`src/rtl/riscv_pkg.sv`:
```
// Shared definitions for the RISC-V core control path: opcode constants,
// the hazard-unit state encoding and a small opcode helper.
package riscv_pkg;

    localparam logic [6:0] OP_RTYPE  = 7'b0110011;
    localparam logic [6:0] OP_ITYPE  = 7'b0010011;
    localparam logic [6:0] OP_LOAD   = 7'b0000011;
    localparam logic [6:0] OP_STORE  = 7'b0100011;
    localparam logic [6:0] OP_BRANCH = 7'b1100011;
    localparam logic [6:0] OP_ECALL  = 7'b1110011;

    typedef enum logic [1:0] {
        RUN    = 2'd0,
        DRAIN  = 2'd1,
        HALTED = 2'd2
    } hz_state_t;

    // Only R-type, store and branch read a second source register.
    function automatic logic uses_rs2(input logic [6:0] opcode);
        return (opcode == OP_RTYPE) || (opcode == OP_STORE) || (opcode == OP_BRANCH);
    endfunction

endpackage

```
`src/rtl/sat_counter.sv`:
```
// Saturating up-counter: counts clock edges where i_inc is high, sticks at
// all-ones, cleared by an asynchronous active-low reset.
module sat_counter #(
    parameter int W = 32
) (
    input  logic         clk_i,
    input  logic         rst_n_i,
    input  logic         inc_i,
    output logic [W-1:0] cnt_o
);

    logic [W-1:0] r_cnt;

    // Count up on each enabled edge until the counter is full.
    always_ff @(posedge clk_i or negedge rst_n_i) begin
        if (!rst_n_i) begin
            r_cnt <= '0;
        end else if (inc_i && (r_cnt != '1)) begin
            r_cnt <= r_cnt + W'(1);
        end
    end

    assign cnt_o = r_cnt;

endmodule

```
`src/rtl/hazard_unit.sv`:
```
// Hazard controller in ID: load-use stall, taken-branch flush and the ecall
// drain/halt sequence. Optional performance counters are built only when the
// macro HAZARD_PERF_CNT_EN is defined; otherwise their ports are tied to 0.
module hazard_unit
    import riscv_pkg::*;
#(
    parameter int DRAIN_CYCLES = 3,
    parameter int CNT_W        = 32
) (
    input  logic             clk_i,
    input  logic             rst_n_i,
    input  logic [6:0]       IFID_opcode_i,
    input  logic [4:0]       IFID_RS1_i,
    input  logic [4:0]       IFID_RS2_i,
    input  logic             IDEX_MemRead_i,
    input  logic [4:0]       IDEX_RD_i,
    input  logic             Branch_taken_i,
    output logic             PCWrite_o,
    output logic             IFIDWrite_o,
    output logic             NoOP_o,
    output logic             Flush_o,
    output logic             Halt_o,
    output logic [CNT_W-1:0] stall_cnt_o,
    output logic [CNT_W-1:0] flush_cnt_o
);

    localparam logic [3:0] DRAIN_LOAD = 4'(DRAIN_CYCLES - 1);

    hz_state_t  r_state;
    hz_state_t  w_state_nxt;
    logic [3:0] r_drain_cnt;
    logic [3:0] w_drain_cnt_nxt;
    logic       r_halt;
    logic       w_lu;
    logic       w_ecall;

    // Load-use hazard: the load in EX writes a register the ID instruction reads.
    always_comb begin
        w_lu = IDEX_MemRead_i && (IDEX_RD_i != 5'd0) &&
               ((IDEX_RD_i == IFID_RS1_i) ||
                (uses_rs2(IFID_opcode_i) && (IDEX_RD_i == IFID_RS2_i)));
    end

    // ecall only takes effect when neither a stall nor a flush has priority.
    assign w_ecall = !w_lu && !Branch_taken_i && (IFID_opcode_i == OP_ECALL);

    // State and drain-counter registers.
    always_ff @(posedge clk_i or negedge rst_n_i) begin
        if (!rst_n_i) begin
            r_state     <= RUN;
            r_drain_cnt <= 4'd0;
        end else begin
            r_state     <= w_state_nxt;
            r_drain_cnt <= w_drain_cnt_nxt;
        end
    end

    // Next-state logic: RUN -> DRAIN on ecall, DRAIN counts down to HALTED.
    always_comb begin
        w_state_nxt     = r_state;
        w_drain_cnt_nxt = r_drain_cnt;
        case (r_state)
            RUN: begin
                if (w_ecall) begin
                    w_state_nxt     = DRAIN;
                    w_drain_cnt_nxt = DRAIN_LOAD;
                end
            end
            DRAIN: begin
                if (r_drain_cnt == 4'd0) begin
                    w_state_nxt = HALTED;
                end else begin
                    w_drain_cnt_nxt = r_drain_cnt - 4'd1;
                end
            end
            HALTED: begin
                w_state_nxt = HALTED;
            end
            default: begin
                w_state_nxt     = RUN;
                w_drain_cnt_nxt = 4'd0;
            end
        endcase
    end

    // Combinational pipeline steering; reset holds the pipe frozen with a bubble.
    always_comb begin
        PCWrite_o   = 1'b1;
        IFIDWrite_o = 1'b1;
        NoOP_o      = 1'b0;
        Flush_o     = 1'b0;
        if (!rst_n_i) begin
            PCWrite_o   = 1'b0;
            IFIDWrite_o = 1'b0;
            NoOP_o      = 1'b1;
        end else begin
            case (r_state)
                RUN: begin
                    if (w_lu || w_ecall) begin
                        // Stall: freeze PC and IF/ID, bubble into EX (ecall enters EX as a bubble).
                        PCWrite_o   = 1'b0;
                        IFIDWrite_o = 1'b0;
                        NoOP_o      = 1'b1;
                    end else if (Branch_taken_i) begin
                        Flush_o = 1'b1;
                    end
                end
                default: begin
                    // DRAIN and HALTED: fetch stopped, only bubbles issued.
                    PCWrite_o   = 1'b0;
                    IFIDWrite_o = 1'b0;
                    NoOP_o      = 1'b1;
                end
            endcase
        end
    end

    // Sticky halt flag, registered one edge after HALTED is entered.
    always_ff @(posedge clk_i or negedge rst_n_i) begin
        if (!rst_n_i) begin
            r_halt <= 1'b0;
        end else if (r_state == HALTED) begin
            r_halt <= 1'b1;
        end
    end

    assign Halt_o = r_halt;

`ifdef HAZARD_PERF_CNT_EN
    logic w_stall_inc;
    logic w_flush_inc;

    assign w_stall_inc = (r_state == RUN) && w_lu;
    assign w_flush_inc = Flush_o;

    sat_counter #(.W(CNT_W)) u_stall_cnt (
        .clk_i   (clk_i),
        .rst_n_i (rst_n_i),
        .inc_i   (w_stall_inc),
        .cnt_o   (stall_cnt_o)
    );

    sat_counter #(.W(CNT_W)) u_flush_cnt (
        .clk_i   (clk_i),
        .rst_n_i (rst_n_i),
        .inc_i   (w_flush_inc),
        .cnt_o   (flush_cnt_o)
    );
`else
    assign stall_cnt_o = '0;
    assign flush_cnt_o = '0;
`endif

endmodule

```
`config.mk`:
```
export PLATFORM = sky130hd
export DESIGN_NAME = hazard_unit
export DESIGN_NICKNAME = d
export VERILOG_FILES = /design/src/rtl/riscv_pkg.sv /design/src/rtl/sat_counter.sv /design/src/rtl/hazard_unit.sv
export SDC_FILE = /design/constraint.sdc
export NUM_CORES = 1
export LEC_CHECK = 0
export CAP_MARGIN = 20
export CORE_MARGIN = 5
export CORE_UTILIZATION = 35
export CTS_CLUSTER_SIZE = 12
export DETAILED_ROUTE_END_ITERATION = 8
export PLACE_DENSITY_LB_ADDON = 0.15
export SYNTH_ARGS = -nofsm -noshare
export SYNTH_HDL_FRONTEND = slang
export SYNTH_SLANG_ARGS = --single-unit
export TNS_END_PERCENT = 30
```
`constraint.sdc`:
```
create_clock -name clk_i -period 5.15 [get_ports clk_i]
set_clock_uncertainty 0.15 [all_clocks]
set_input_delay 0.515 -clock clk_i [delete_from_list [all_inputs] [get_ports clk_i]]
set_output_delay 0.515 -clock clk_i [all_outputs]
set_load 0.05 [all_outputs]
```
# Yosys cells after proc, flatten, opt, wreduce, memory -nomap -nowiden
# Index checks and enable logic that the tools add are counted.
[totals]
reg_bits = 7
in_bits = 26
out_inout_bits = 69
elab_cells = 48
[classes]
n_addsub = 1
n_eq_ne = 11
muxes = 16
bitwise_logic = 1
reduce_logical = 16
[op_table]
columns = ["cell", "count"]
rows = [
  ["7-bit by 6-bit == test with 1-bit output, second input constant", 2],
  ["7-bit == test, second input constant", 2],
  ["4-bit one-hot mux with 3 select lines", 1],
  ["5-bit == test", 2],
  ["1-bit two-way mux", 10],
  ["4-bit two-way mux", 2],
  ["2-bit inequality test, second input constant", 3],
  ["2-bit one-hot mux with 3 select lines", 1],
  ["1-bit logical AND", 5],
  ["5-bit nonzero test", 1],
  ["4-bit logical NOT", 1],
  ["1-bit logical OR", 4],
  ["2-bit two-way mux", 2],
  ["4-bit by 1-bit subtractor with 4-bit output, second input constant", 1],
  ["3-bit AND reduction", 1],
  ["2-bit by 1-bit == test with 1-bit output, second input constant", 1],
  ["2-bit == test, second input constant", 1],
  ["1-bit logical NOT", 2],
  ["2-bit logical NOT", 1],
  ["2-bit AND reduction", 1],
  ["1-bit inverter", 1],
]

# Logic depth before layout (Yosys ltp)
# Gate-level depths: netlist of the first run.
[logic_depth]
word_depth = 13
ltp_mapped = 7
depth_no_buf = 7

# Worst setup path before layout of the first run
# OpenSTA, ideal clock, no wires.
[synth_path]
path_kind = "in2out"
start = "input IFID_opcode_i[2]"
end = "output PCWrite_o"
t_arrival_ps = 1950
required_time_ps = 4485
slack_ps = 2535
stages = 7
n_path_buf = 1
path_cell_list = "and4bb_1 -> nand4_1 -> o22ai_2 -> nand3_1 -> and3_1 -> and2_1 -> buf_4"
[synth_between]
elab_chain_len = 13
elab_cells_between_ends = 16
cone_classes = "eq/ne: 4; mux: 3; reduce/logical: 9"
[synth_rtl]
columns = ["item", "line_no", "rtl"]
rows = [
  ["start: declaration", "hazard_unit.sv:12", "input logic [6:0] IFID_opcode_i,"],
  ["7-bit by 6-bit == test with 1-bit output", "riscv_pkg.sv:20", "return (opcode == OP_RTYPE) || (opcode == OP_STORE) || (opcode == OP_BRANCH);"],
  ["1-bit logical OR (2 in series)", "riscv_pkg.sv:20", ""],
  ["1-bit logical AND", "hazard_unit.sv:41", "(uses_rs2(IFID_opcode_i) && (IDEX_RD_i == IFID_RS2_i)));"],
  ["1-bit logical OR", "hazard_unit.sv:40", "((IDEX_RD_i == IFID_RS1_i) ||"],
  ["1-bit logical AND", "hazard_unit.sv:39", "w_lu = IDEX_MemRead_i && (IDEX_RD_i != 5'd0) &&"],
  ["1-bit logical NOT", "hazard_unit.sv:45", "assign w_ecall = !w_lu && !Branch_taken_i && (IFID_opcode_i == OP_ECALL);"],
  ["1-bit logical AND (2 in series)", "hazard_unit.sv:45", ""],
  ["1-bit logical OR *", "hazard_unit.sv:99", "if (w_lu || w_ecall) begin"],
  ["1-bit two-way mux * (3 in series)", "--", ""],
  ["end: declaration", "hazard_unit.sv:18", "output logic PCWrite_o,"],
]
# Every way passes the cells marked *; elsewhere a longest branch is shown, timed or not.

# Final worst setup path of the first run
[layout_path]
start = "input IDEX_RD_i[1]"
end = "output NoOP_o"
[layout_between]
elab_chain_len = 11
elab_cells_between_ends = 14
cone_classes = "eq/ne: 2; mux: 3; reduce/logical: 9"
[layout_rtl]
columns = ["item", "line_no", "rtl"]
rows = [
  ["start: declaration", "hazard_unit.sv:16", "input logic [4:0] IDEX_RD_i,"],
  ["5-bit == test", "hazard_unit.sv:41", ""],
  ["1-bit logical AND", "hazard_unit.sv:41", ""],
  ["1-bit logical OR", "hazard_unit.sv:40", ""],
  ["1-bit logical AND *", "hazard_unit.sv:39", ""],
  ["1-bit logical NOT", "hazard_unit.sv:45", ""],
  ["1-bit logical AND (2 in series)", "hazard_unit.sv:45", ""],
  ["1-bit logical OR *", "hazard_unit.sv:99", ""],
  ["1-bit two-way mux *", "hazard_unit.sv:99", ""],
  ["1-bit two-way mux *", "hazard_unit.sv:97", "case (r_state)"],
  ["1-bit two-way mux *", "hazard_unit.sv:92", "if (!rst_n_i) begin"],
  ["end: declaration", "hazard_unit.sv:20", "output logic NoOP_o,"],
]
# Marks and branches as above.

==> metrics.md, run 1 <==
| Metric | Value |
|---|---|
| Routability congestion estimate | ~0.8 |
| Post-Syn Area | ~1100 µm² |
| Die width | approximately 67 µm |
| Reg-to-reg slack, setup | around 3300 ps |
| Vias per cell | around 3.6 |
| DRC Markers | 0 |
| Fmax | 292 MHz |
| First DRT Iteration DRCs | 18 |
| Die ar. | 4530 µm² |
| WL final | 2110 µm |
| Sink Count | 7 |
| Clk_lat worst skew | around 250 ps |
| Total GRT Usage | around 8.6% |
| Synth area leaders | buf_4 42%, dfrtp_1 15%, xnor2_1 7.6% |
| Worst R2R Start | r_drain_cnt[0]$_DFFE_PN0P_ |
| Rows | 20 |
| Worst-path fanout max | 3 |
| Yosys warning count | 0 |
| Setup crit start kind | input port |
| Synth Register Bits | 7 |
| Seq/Total Area, Yosys | around 15% |
| Final worst setup slack | between 1500 and 2000 ps |
| Total negative setup slack | 0 ps |
| Dpl hpwl | 1930 µm |
| Top cell type's share of synthesized area | between 40% and 50% |
| Antenna-violating nets left | 0 |
| Worst setup EP type | primary output |
| Number of synthesized flops with an enable pin | 0 |
| Total grt overflow | 0 |
| Design Area, Final | between 1000 and 1500 µm² |
| Worst min-delay path class | register to register |
| Clk slew on worst S/H paths | about 50 ps |
| Async SR Flop Fraction | 100% |
| First-pass GRT wire length | ~3000 µm |
| CTS H-tree lvls | 1 |
| Cell count after synthesis | between 100 and 150 |
| Ys flop type | dfrtp_1 |
| WP data required | ~4500 ps |
| CTS Buffer Depth | 2 |
| Die Span Y | between 60 and 70 µm |
| CTS root buffer | clkbuf_4 |
| IO Pins | 95 |
| WHS Path Cells | 1 |
| Cts bufs inserted | 3 |
| Reg2Reg Capture Point | r_drain_cnt[3]$_DFFE_PN0P_ |
| Final hold viol count | 0 |
| WHS Endpoint | Halt_o$_DFFE_PN0P_ |
| Vias in the first global route | approximately 700 |
| Largest net degree at the start of global routing | 9 |
| Slew HR | about two thirds |
| Hold-fix buffers, CTS | 0 |
| Maximum VDD drop | about 0.089 mV |
| Dominant cell type by area after synthesis | buf_4 |
| Critical path type | input port to primary output |
| Most frequent cells in the layout | 64 x conb_1, 30 x clkdlybuf4s50_1, 10 x xnor2_1 |
| Synth cell types | 33 |
| Cts repair resizes | 0 |
| # Post-CTS Setup Buffers | 0 |
| Drt pass-1 iters | 3 |
| Area Overhead vs Synth | 10.0% |
| RSZ-0062 raised after global routing | false |
| # nets final | 198 |
| Period minus WS final | approximately 3400 ps |
| Max-Cap Viols | 0 |
| Pwr dens | around 330 nW/µm² |
| Placed Area | ~1200 µm² |
| Ant. Diodes | 0 |
| Pre-CTS setup slack | about 1700 ps |
| TritonCTS clock tree | yes |
| Initial antenna violation count | 0 |
| WL/cell | roughly 10 µm |
| Final period utilization | around two thirds |
| Hold path start | Halt_o$_DFFE_PN0P_ |
| Final Max Slew Viols | 0 |
| Core area | 3100 µm² |
| Lkg Pwr | 0.615 nW |
| Number of port buffers | 30 |
| Reg2Reg Depth | 7 |
| # setup viols final | 0 |
| Worst-Margin Slew | between 400 and 500 ps |
| Status | completed |
| Most common cell after layout, fill and taps aside | conb_1 |
| Initial Util | 37.0% |
| WP data arrival | approximately 2800 ps |
| Syn Area/Cell | around 8.5 µm² |
| DR vias | around 760 |
| Share of layout cells above drive strength 1 | under 10% |
==> routing by layer <==
| metal | part of all wire, % | GRT usage, % | wire, µm |
|---|---|---|---|
| met2 | 50 | 15.0 | 1060 |
| met5 | 0 | 0 | 0 |
| met3 | 12 | 3.16 | 244 |
| met1 | 37 | 9.88 | 789 |
| met4 | 0.57 | 2.28 | 12 |
==> sequential cells by signal (all words and copies together) (netlist names) <==
name	flops
r_drain_cnt	4
r_state	2
Halt_o	1
==> cells in the mapped netlist, types with 2 or more instances <==
master	number
o21ai_0	2
ha_1	5
dfrtp_1	7
and2_1	2
nor3b_1	2
nand4_1	2
xnor2_1	10
a221oi_1	2
nor2_1	3
nand2_1	5
buf_4	65
inv_1	6
nand3_1	3
nor2b_1	2
==> final cells by class <==
cell class / instances / area [µm²]
fillers: 309 / 1840
multi-input cells: 119 / 684
repair buffers: 30 / 300
flip-flops and latches: 7 / 175
well taps: 44 / 55.1
clock buffers: 4 / 26.3
inverters: 6 / 22.5
==> per-stage QoR <==
stage	power (W)	std cells	utilization, %	hold slack (ps)
after floorplan	0.000359	198	-	69.4
after global placement	0.000369	206	39.9	302
after detailed placement	0.000371	206	39.9	299
after CTS	0.000424	210	40.7	313
after global routing	0.000451	210	40.7	361
final	0.000420	210	40.7	315
==> worst max-delay path, cell delays in order <==
cell and delay [ps]:
clkdlybuf4s50_1 540, xnor2_1 140, nand4_1 140, o22ai_2 220, nand3_1 130, and3_1 220, nand2_1 60, clkdlybuf4s50_1 800
==> power by group <==
group	internal (W)	switching [W]	leakage, nW	total [W]
Clock	0.0000296	0.0000204	0.0150	0.0000500
Sequential	0.0000711	0.0000102	0.0901	0.0000813
Combinational	0.0000872	0.000202	0.510	0.000289
Total	0.000188	0.000232	0.615	0.000420
==> cell families (layout without fill, tap and decap cells) <==
kind of cell / after synthesis / in the layout / share of synthesized area (%)
compound gates: 13 / 13 / 11.1
xor+xnor: 10 / 10 / 7.62
fa+ha+maj: 5 / 5 / 5.45
buf+inv: 72 / 40 / 45.8
flops: 7 / 7 / 15.3
mux: 2 / 2 / 2.18
other cells: 1 / 64 / 0.326
simple gates: 25 / 25 / 12.3
==> worst max-delay path by stage <==
stage | endpoint | startpoint | depth (start not counted)
2_1_floorplan | PCWrite_o | IFID_opcode_i[2] | 7
3_3_place_gp | NoOP_o | IDEX_RD_i[1] | 8
3_5_place_dp | NoOP_o | IDEX_RD_i[1] | 8
4_1_cts | NoOP_o | IDEX_RD_i[1] | 8
5_1_grt | PCWrite_o | IDEX_RD_i[1] | 8
6_report | NoOP_o | IDEX_RD_i[1] | 8
Note: power is estimated with default switching activity, not from simulation.
==> inputs of run 2 (changes only) <==
--- a/config.mk
+++ b/config.mk
@@ -7,7 +7,7 @@
 export LEC_CHECK = 0
 export CAP_MARGIN = 20
 export CORE_MARGIN = 5
-export CORE_UTILIZATION = 35
+export CORE_UTILIZATION = 30
 export CTS_CLUSTER_SIZE = 12
 export DETAILED_ROUTE_END_ITERATION = 8
 export PLACE_DENSITY_LB_ADDON = 0.15
==> constraint.sdc (replaced) <==
create_clock -name clk_i -period 2.9 [get_ports clk_i]
set_clock_uncertainty 0.15 [all_clocks]
set_input_delay 0.29 -clock clk_i [delete_from_list [all_inputs] [get_ports clk_i]]
set_output_delay 0.29 -clock clk_i [all_outputs]
set_load 0.05 [all_outputs]
==> metrics.md, run 2 (synthesis results as in run 1) <==
| Metric | Value |
|---|---|
| Hold-fix buffers, CTS | 0 (unchanged) |
| Cts repair resizes | 0 (unchanged) |
| Total grt overflow | 0 (unchanged) |
| Placed Area | 1240 µm² (+0.61%) |
| Sequential share of power | 18.1% (-1.3 points) |
| Antenna-violating nets left | 0 (unchanged) |
| Max-Cap Viols | 0 (unchanged) |
| Number of port buffers | 30 (unchanged) |
| # setup viols final | 0 (unchanged) |
| Hold slack | 196 ps (-119 ps) |
| Fmax | roughly 410 MHz |
| Switch Pwr | 0.000430 W (+85%) |
| Die width | 71.9 µm (+6.8%) |
| Most common cell after layout, fill and taps aside | conb_1 |
| Final Max Slew Viols | 0 (unchanged) |
| First-pass GRT wire length | 3270 µm (+9.7%) |
| Routability congestion estimate | 0.751 (-4.1%) |
| # Post-CTS Setup Buffers | 0 (unchanged) |
| Initial Util | 31.1% (-5.9 points) |
| Period minus WS final | approximately 2500 ps |
| CTS H-tree lvls | 1 (unchanged) |
| Biggest register | r_drain_cnt |
| Cts bufs inserted | 3 (unchanged) |
| Critical path type | input port to primary output |
| # nets final | 198 (unchanged) |
| Clk_lat worst skew | 230 ps (-20 ps) |
| WP data arrival | 2020 ps (-740 ps) |
| Post-route non-filler standard cell count | 214 (+1.9%) |
| Worst min-delay path class | input port to asynchronous set/reset pin |
| Area Overhead vs Synth | 12.4% |
| Sw Ratio | 53.2% (-2.1 points) |
| RSZ-0062 raised after global routing | false |
| DRC Markers | 0 (unchanged) |
| First DRT Iteration DRCs | 10 (-8) |
| WL/cell | 10.2 µm (+1.6%) |
| Final hold viol count | 0 (unchanged) |
| Largest net degree at the start of global routing | 9 (unchanged) |
| CTS Buffer Depth | 2 (unchanged) |
| Maximum VDD drop | 0.168 mV (+88%) |
| Worst setup EP type | primary output |
| Die ar. | 5170 µm² (+14%) |
| WP data required | 2460 ps (-2030 ps) |
| Total GRT Usage | 7.86% (-0.75 points) |
| Worst-path fanout max | 3 (unchanged) |
| Drt pass-1 iters | 2 (-1) |
| Vias per cell | 3.57 (-0.83%) |
| Clock power share | 17.2% (+5.3 points) |
| Lkg Pwr | 0.635 nW (+3.2%) |
| Share of layout cells above drive strength 1 | 8.43% (+3.0 points) |
| Most frequent cells in the layout | 64 x conb_1, 26 x clkdlybuf4s50_1, 10 x xnor2_1 |
| Vias in the first global route | 761 (+8.4%) |
| Initial antenna violation count | 0 (unchanged) |
| Clk slew on worst S/H paths | 50 ps (about the same) |
| WL final | 2180 µm (+3.6%) |
| Status | completed |
| Rows | 22 (+10%) |
| TritonCTS clock tree | yes |
| Final period utilization | 84.8% |
| Die Span Y | 71.9 µm (+6.8%) |
| Pwr dens | 626 nW/µm² (+88%) |
| Sink Count | 7 (unchanged) |
| Max FFs per register | 4 (unchanged) |
| Final Util | 35.0% (-5.7 points) |
| Setup crit start kind | input port |
| Ant. Diodes | 0 (unchanged) |
| Core area | 3690 µm² (+19%) |
| Design Area, Final | 1290 µm² (+2.2%) |
| Logic pwr share | 64.7% (-4.1 points) |
| Dpl hpwl | 1990 µm (+3.3%) |
| # placed instances | 210 (+1.9%) |
| CTS root buffer | clkbuf_8 |
| Internal power | 0.000378 W (+100%) |
| DR vias | 763 (+1.1%) |
| IO Pins | 95 (unchanged) |
| Total negative setup slack | 0 ps (unchanged) |
run 2: cell types whose count changed in the layout (fill, tap and decap cells not counted):
cell             previous run  this run
buf_12                      0         1
buf_4                       0         3
clkbuf_1                    1         0
clkbuf_4                    3         0
clkbuf_8                    0         3
clkdlybuf4s50_1            30        26
clkinv_2                    0         1
run 2: metrics by stage:
stage	total power, W	setup slack (ps)
2_1_floorplan	0.000637	735
3_3_place_gp	0.000664	435
3_5_place_dp	0.000667	415
4_1_cts	0.000813	415
5_1_grt	0.000859	326
6_report	0.000808	440
run 2: worst paths after layout:
kind                                            start                          to  slack (ps)  depth (start not counted)
max                                      IDEX_RD_i[3]                   PCWrite_o         440                          8
min                                           rst_n_i  r_drain_cnt[0]$_DFFE_PN0P_         200                          1
max reg2reg                r_drain_cnt[0]$_DFFE_PN0P_      r_state[1]$_DFFE_PN0P_        1030                          6
min reg2reg                        Halt_o$_DFFE_PN0P_          Halt_o$_DFFE_PN0P_         310                          1
max in group asynchronous                     rst_n_i  r_drain_cnt[2]$_DFFE_PN0P_        2130                          1
min in group clk_i                 Halt_o$_DFFE_PN0P_          Halt_o$_DFFE_PN0P_         310                          1
run 2: metal layers:
layer | vias up | wire length [µm] | global-route usage [%]
met5 | - | 0 | 0
met4 | 0 | 13 | 3.13
met3 | 2 | 220 | 1.96
met2 | 47 | 1150 | 14.0
met1 | 339 | 798 | 8.90
li1 | 375 | - | -
run 2: power by group through the flow:
stage | Sequential [W] | Clock, W | Combinational [W]
floorplan | 0.000159 | 0 | 0.000477
global placement | 0.000146 | 0 | 0.000517
detailed placement | 0.000146 | 0 | 0.000521
CTS | 0.000145 | 0.000143 | 0.000525
global route | 0.000148 | 0.000151 | 0.000560
finish | 0.000146 | 0.000139 | 0.000523
run 2: layout make-up:
type | instances | area, µm²
clock buffer | 3 | 41.3
clock inverter | 1 | 5.00
fill | 410 | 2400
inverter | 6 | 22.5
multi-input combinational | 119 | 684
sequential | 7 | 175
tap | 48 | 60.1
timing repair buffer | 30 | 303
run 2: critical path, cell delays in order:
cell and delay (ps):
clkdlybuf4s50_1 550, xnor2_1 150, nand4_1 130, o22ai_2 210, nand3_1 130, and3_1 220, and2_1 150, buf_4 190
==> inputs of run 3 (changes only) <==
--- a/config.mk
+++ b/config.mk
@@ -7,7 +7,7 @@
 export LEC_CHECK = 0
 export CAP_MARGIN = 20
 export CORE_MARGIN = 5
-export CORE_UTILIZATION = 30
+export CORE_UTILIZATION = 33
 export CTS_CLUSTER_SIZE = 12
 export DETAILED_ROUTE_END_ITERATION = 8
 export PLACE_DENSITY_LB_ADDON = 0.15
==> constraint.sdc (replaced) <==
create_clock -name clk_i -period 2.3 [get_ports clk_i]
set_clock_uncertainty 0.15 [all_clocks]
set_input_delay 0.23 -clock clk_i [delete_from_list [all_inputs] [get_ports clk_i]]
set_output_delay 0.23 -clock clk_i [all_outputs]
set_load 0.05 [all_outputs]
==> metrics.md, run 3 (synthesis results as in run 1) <==
| Metric | Value |
|---|---|
| Placed Area | 1270 µm² (+2.2%) |
| Internal power | 0.000443 W (+17%) |
| Worst-path fanout max | 3 (unchanged) |
| Clock power share | 11.7% (-5.5 points) |
| Total GRT Usage | 9.62% (+1.8 points) |
| CTS root buffer | clkbuf_4 |
| Logic pwr share | 69.6% (+4.9 points) |
| Crit. Startpoint | IFID_opcode_i[2] |
| Maximum VDD drop | 0.220 mV (+31%) |
| Layout filler cell count | 362 (-12%) |
| Number of port buffers | 30 (unchanged) |
| Switch Pwr | 0.000531 W (+23%) |
| Setup crit start kind | input port |
| Clk slew on worst S/H paths | 50 ps (about the same) |
| Tot Pwr | 0.000974 W (+20%) |
| CP endpoint | Flush_o |
| Hold slack | 148 ps (-48.1 ps) |
| First DRT Iteration DRCs | 30 (+20) |
| Die width | 69.0 µm (-4.0%) |
| Status | completed |
| DR vias | 787 (+3.1%) |
| Cts bufs inserted | 3 (unchanged) |
| Vias per cell | 3.61 (+1.3%) |
| Most common cell after layout, fill and taps aside | conb_1 |
| Hold-fix buffers, CTS | 0 (unchanged) |
| DRC Markers | 0 (unchanged) |
| Ant. Diodes | 0 (unchanged) |
| WL/cell | 10.5 µm (+3.0%) |
| WP data arrival | 1840 ps (-180 ps) |
| Worst min-delay path class | input port to asynchronous set/reset pin |
| Reg2Reg Capture Point | r_drain_cnt[3]$_DFFE_PN0P_ |
| Worst R2R Start | r_drain_cnt[0]$_DFFE_PN0P_ |
| CTS H-tree lvls | 1 (unchanged) |
| Clk_lat worst skew | 260 ps (+30 ps) |
| First-pass GRT wire length | 3350 µm (+2.5%) |
| Initial antenna violation count | 0 (unchanged) |
| # setup viols final | 0 (unchanged) |
| Total grt overflow | 0 (unchanged) |
| Final Max Slew Viols | 0 (unchanged) |
| Max FFs per register | 4 (unchanged) |
| Routability congestion estimate | 0.771 (+2.7%) |
| Worst setup EP type | primary output |
| Area Overhead vs Synth | 16.4% |
| Biggest register | r_drain_cnt |
| Sequential share of power | 18.7% (+0.6 points) |
| Die ar. | 4760 µm² (-7.9%) |
| Sink Count | 7 (unchanged) |
| Share of layout cells above drive strength 1 | 13.4% (+4.9 points) |
| TritonCTS clock tree | yes |
| # nets final | 204 (+3.0%) |
| IO Pins | 95 (unchanged) |
| Reg2Reg Depth | 7 (+1) |
| Pre-CTS setup slack | -28.0 ps (-443 ps) |
| Initial Util | 34.2% (+3.0 points) |
| Final worst setup slack | 80.8 ps (-359 ps) |
| Sw Ratio | 54.5% (+1.3 points) |
| Final Util | 39.8% (+4.8 points) |
| Final hold viol count | 0 (unchanged) |
| Max-Cap Viols | 0 (unchanged) |
| Reg-to-reg slack, setup | 420 ps (-610 ps) |
| Register area | 175 µm² (unchanged) |
| Most frequent cells in the layout | 64 x conb_1, 24 x clkdlybuf4s50_1, 10 x xnor2_1 |
| CTS Buffer Depth | 2 (unchanged) |
| Drt pass-1 iters | 4 (+2) |
| WP data required | 1920 ps (-540 ps) |
| Design Area, Final | 1340 µm² (+3.6%) |
| Period minus WS final | about 2200 ps |
| Largest net degree at the start of global routing | 9 (unchanged) |
| Pwr dens | 728 nW/µm² (+16%) |
| Lkg Pwr | 0.664 nW (+4.6%) |
| Die Span Y | 69.0 µm (-4.0%) |
| RSZ-0062 raised after global routing | false |
| Area occupied by multi-input gates | 699 µm² (+2.2%) |
| Rows | 21 (-4.5%) |
| Final period utilization | 96.5% |
| Antenna-violating nets left | 0 (unchanged) |
| Vias in the first global route | 759 (-0.26%) |
| Dpl hpwl | 2030 µm (+1.8%) |
| Fmax | 451 MHz |
| Core area | 3360 µm² (-8.8%) |
| WL final | 2290 µm (+4.9%) |
| Critical path type | input port to primary output |
-- run 3: area by class of cell --
class	count	area share, %
multi-input cells	119	52.3
repair buffers	36	26.7
flip-flops and latches	7	13.1
well taps	46	4.30
clock buffers	4	1.96
inverters	6	1.68
-- run 3: repair_timing --
| item | CTS | global route |
|---|---|---|
| gates resized for setup | 3 | 6 |
| buffers inserted | 0 | 2 |
| endpoints found under the hold margin | 0 | 0 |
| pin swaps | 1 | 4 |
| setup endpoints to repair | 3 | 3 |
-- run 3: through the flow --
stage,std cells,TNS (ps)
final,218,0
after global placement,212,-95.1
after global routing,218,0
after detailed placement,212,-78.9
after CTS,216,-0.432
after floorplan,198,0
-- run 3: worst min path at each step --
stage | startpoint | to | slack (ps) | depth (start not counted)
floorplan | rst_n_i | Halt_o$_DFFE_PN0P_ | -220 | 0
global placement | Halt_o$_DFFE_PN0P_ | Halt_o$_DFFE_PN0P_ | 300 | 1
detailed placement | Halt_o$_DFFE_PN0P_ | Halt_o$_DFFE_PN0P_ | 310 | 1
CTS | rst_n_i | r_drain_cnt[3]$_DFFE_PN0P_ | 150 | 2
global route | rst_n_i | r_drain_cnt[1]$_DFFE_PN0P_ | 180 | 2
finish | rst_n_i | r_drain_cnt[3]$_DFFE_PN0P_ | 150 | 2
-- run 3: worst max-delay path, stage by stage --
cell and delay [ps]:
clkdlybuf4s50_1 390, and4bb_1 300, nand4_1 120, o22ai_2 220
nand3_2 100, and3_4 200, and2_4 150, buf_6 140
-- run 3: layer usage --
| layer | wire length [µm] | part of all wire (%) | track usage (%) |
|---|---|---|---|
| met2 | 1210 | 53 | 17.0 |
| met5 | 0 | 0 | 0 |
| met3 | 223 | 9.7 | 2.92 |
| met1 | 806 | 35 | 10.4 |
| met4 | 46 | 2.0 | 4.38 |
-- run 3: power by group through the flow --
stage	Sequential [W]	Clock (W)	Combinational [W]
after detailed placement	0.000185	0	0.000660
after global routing	0.000189	0.000127	0.000734
final	0.000182	0.000114	0.000678
after global placement	0.000184	0	0.000655
after floorplan	0.000201	0	0.000602
after CTS	0.000183	0.000119	0.000660
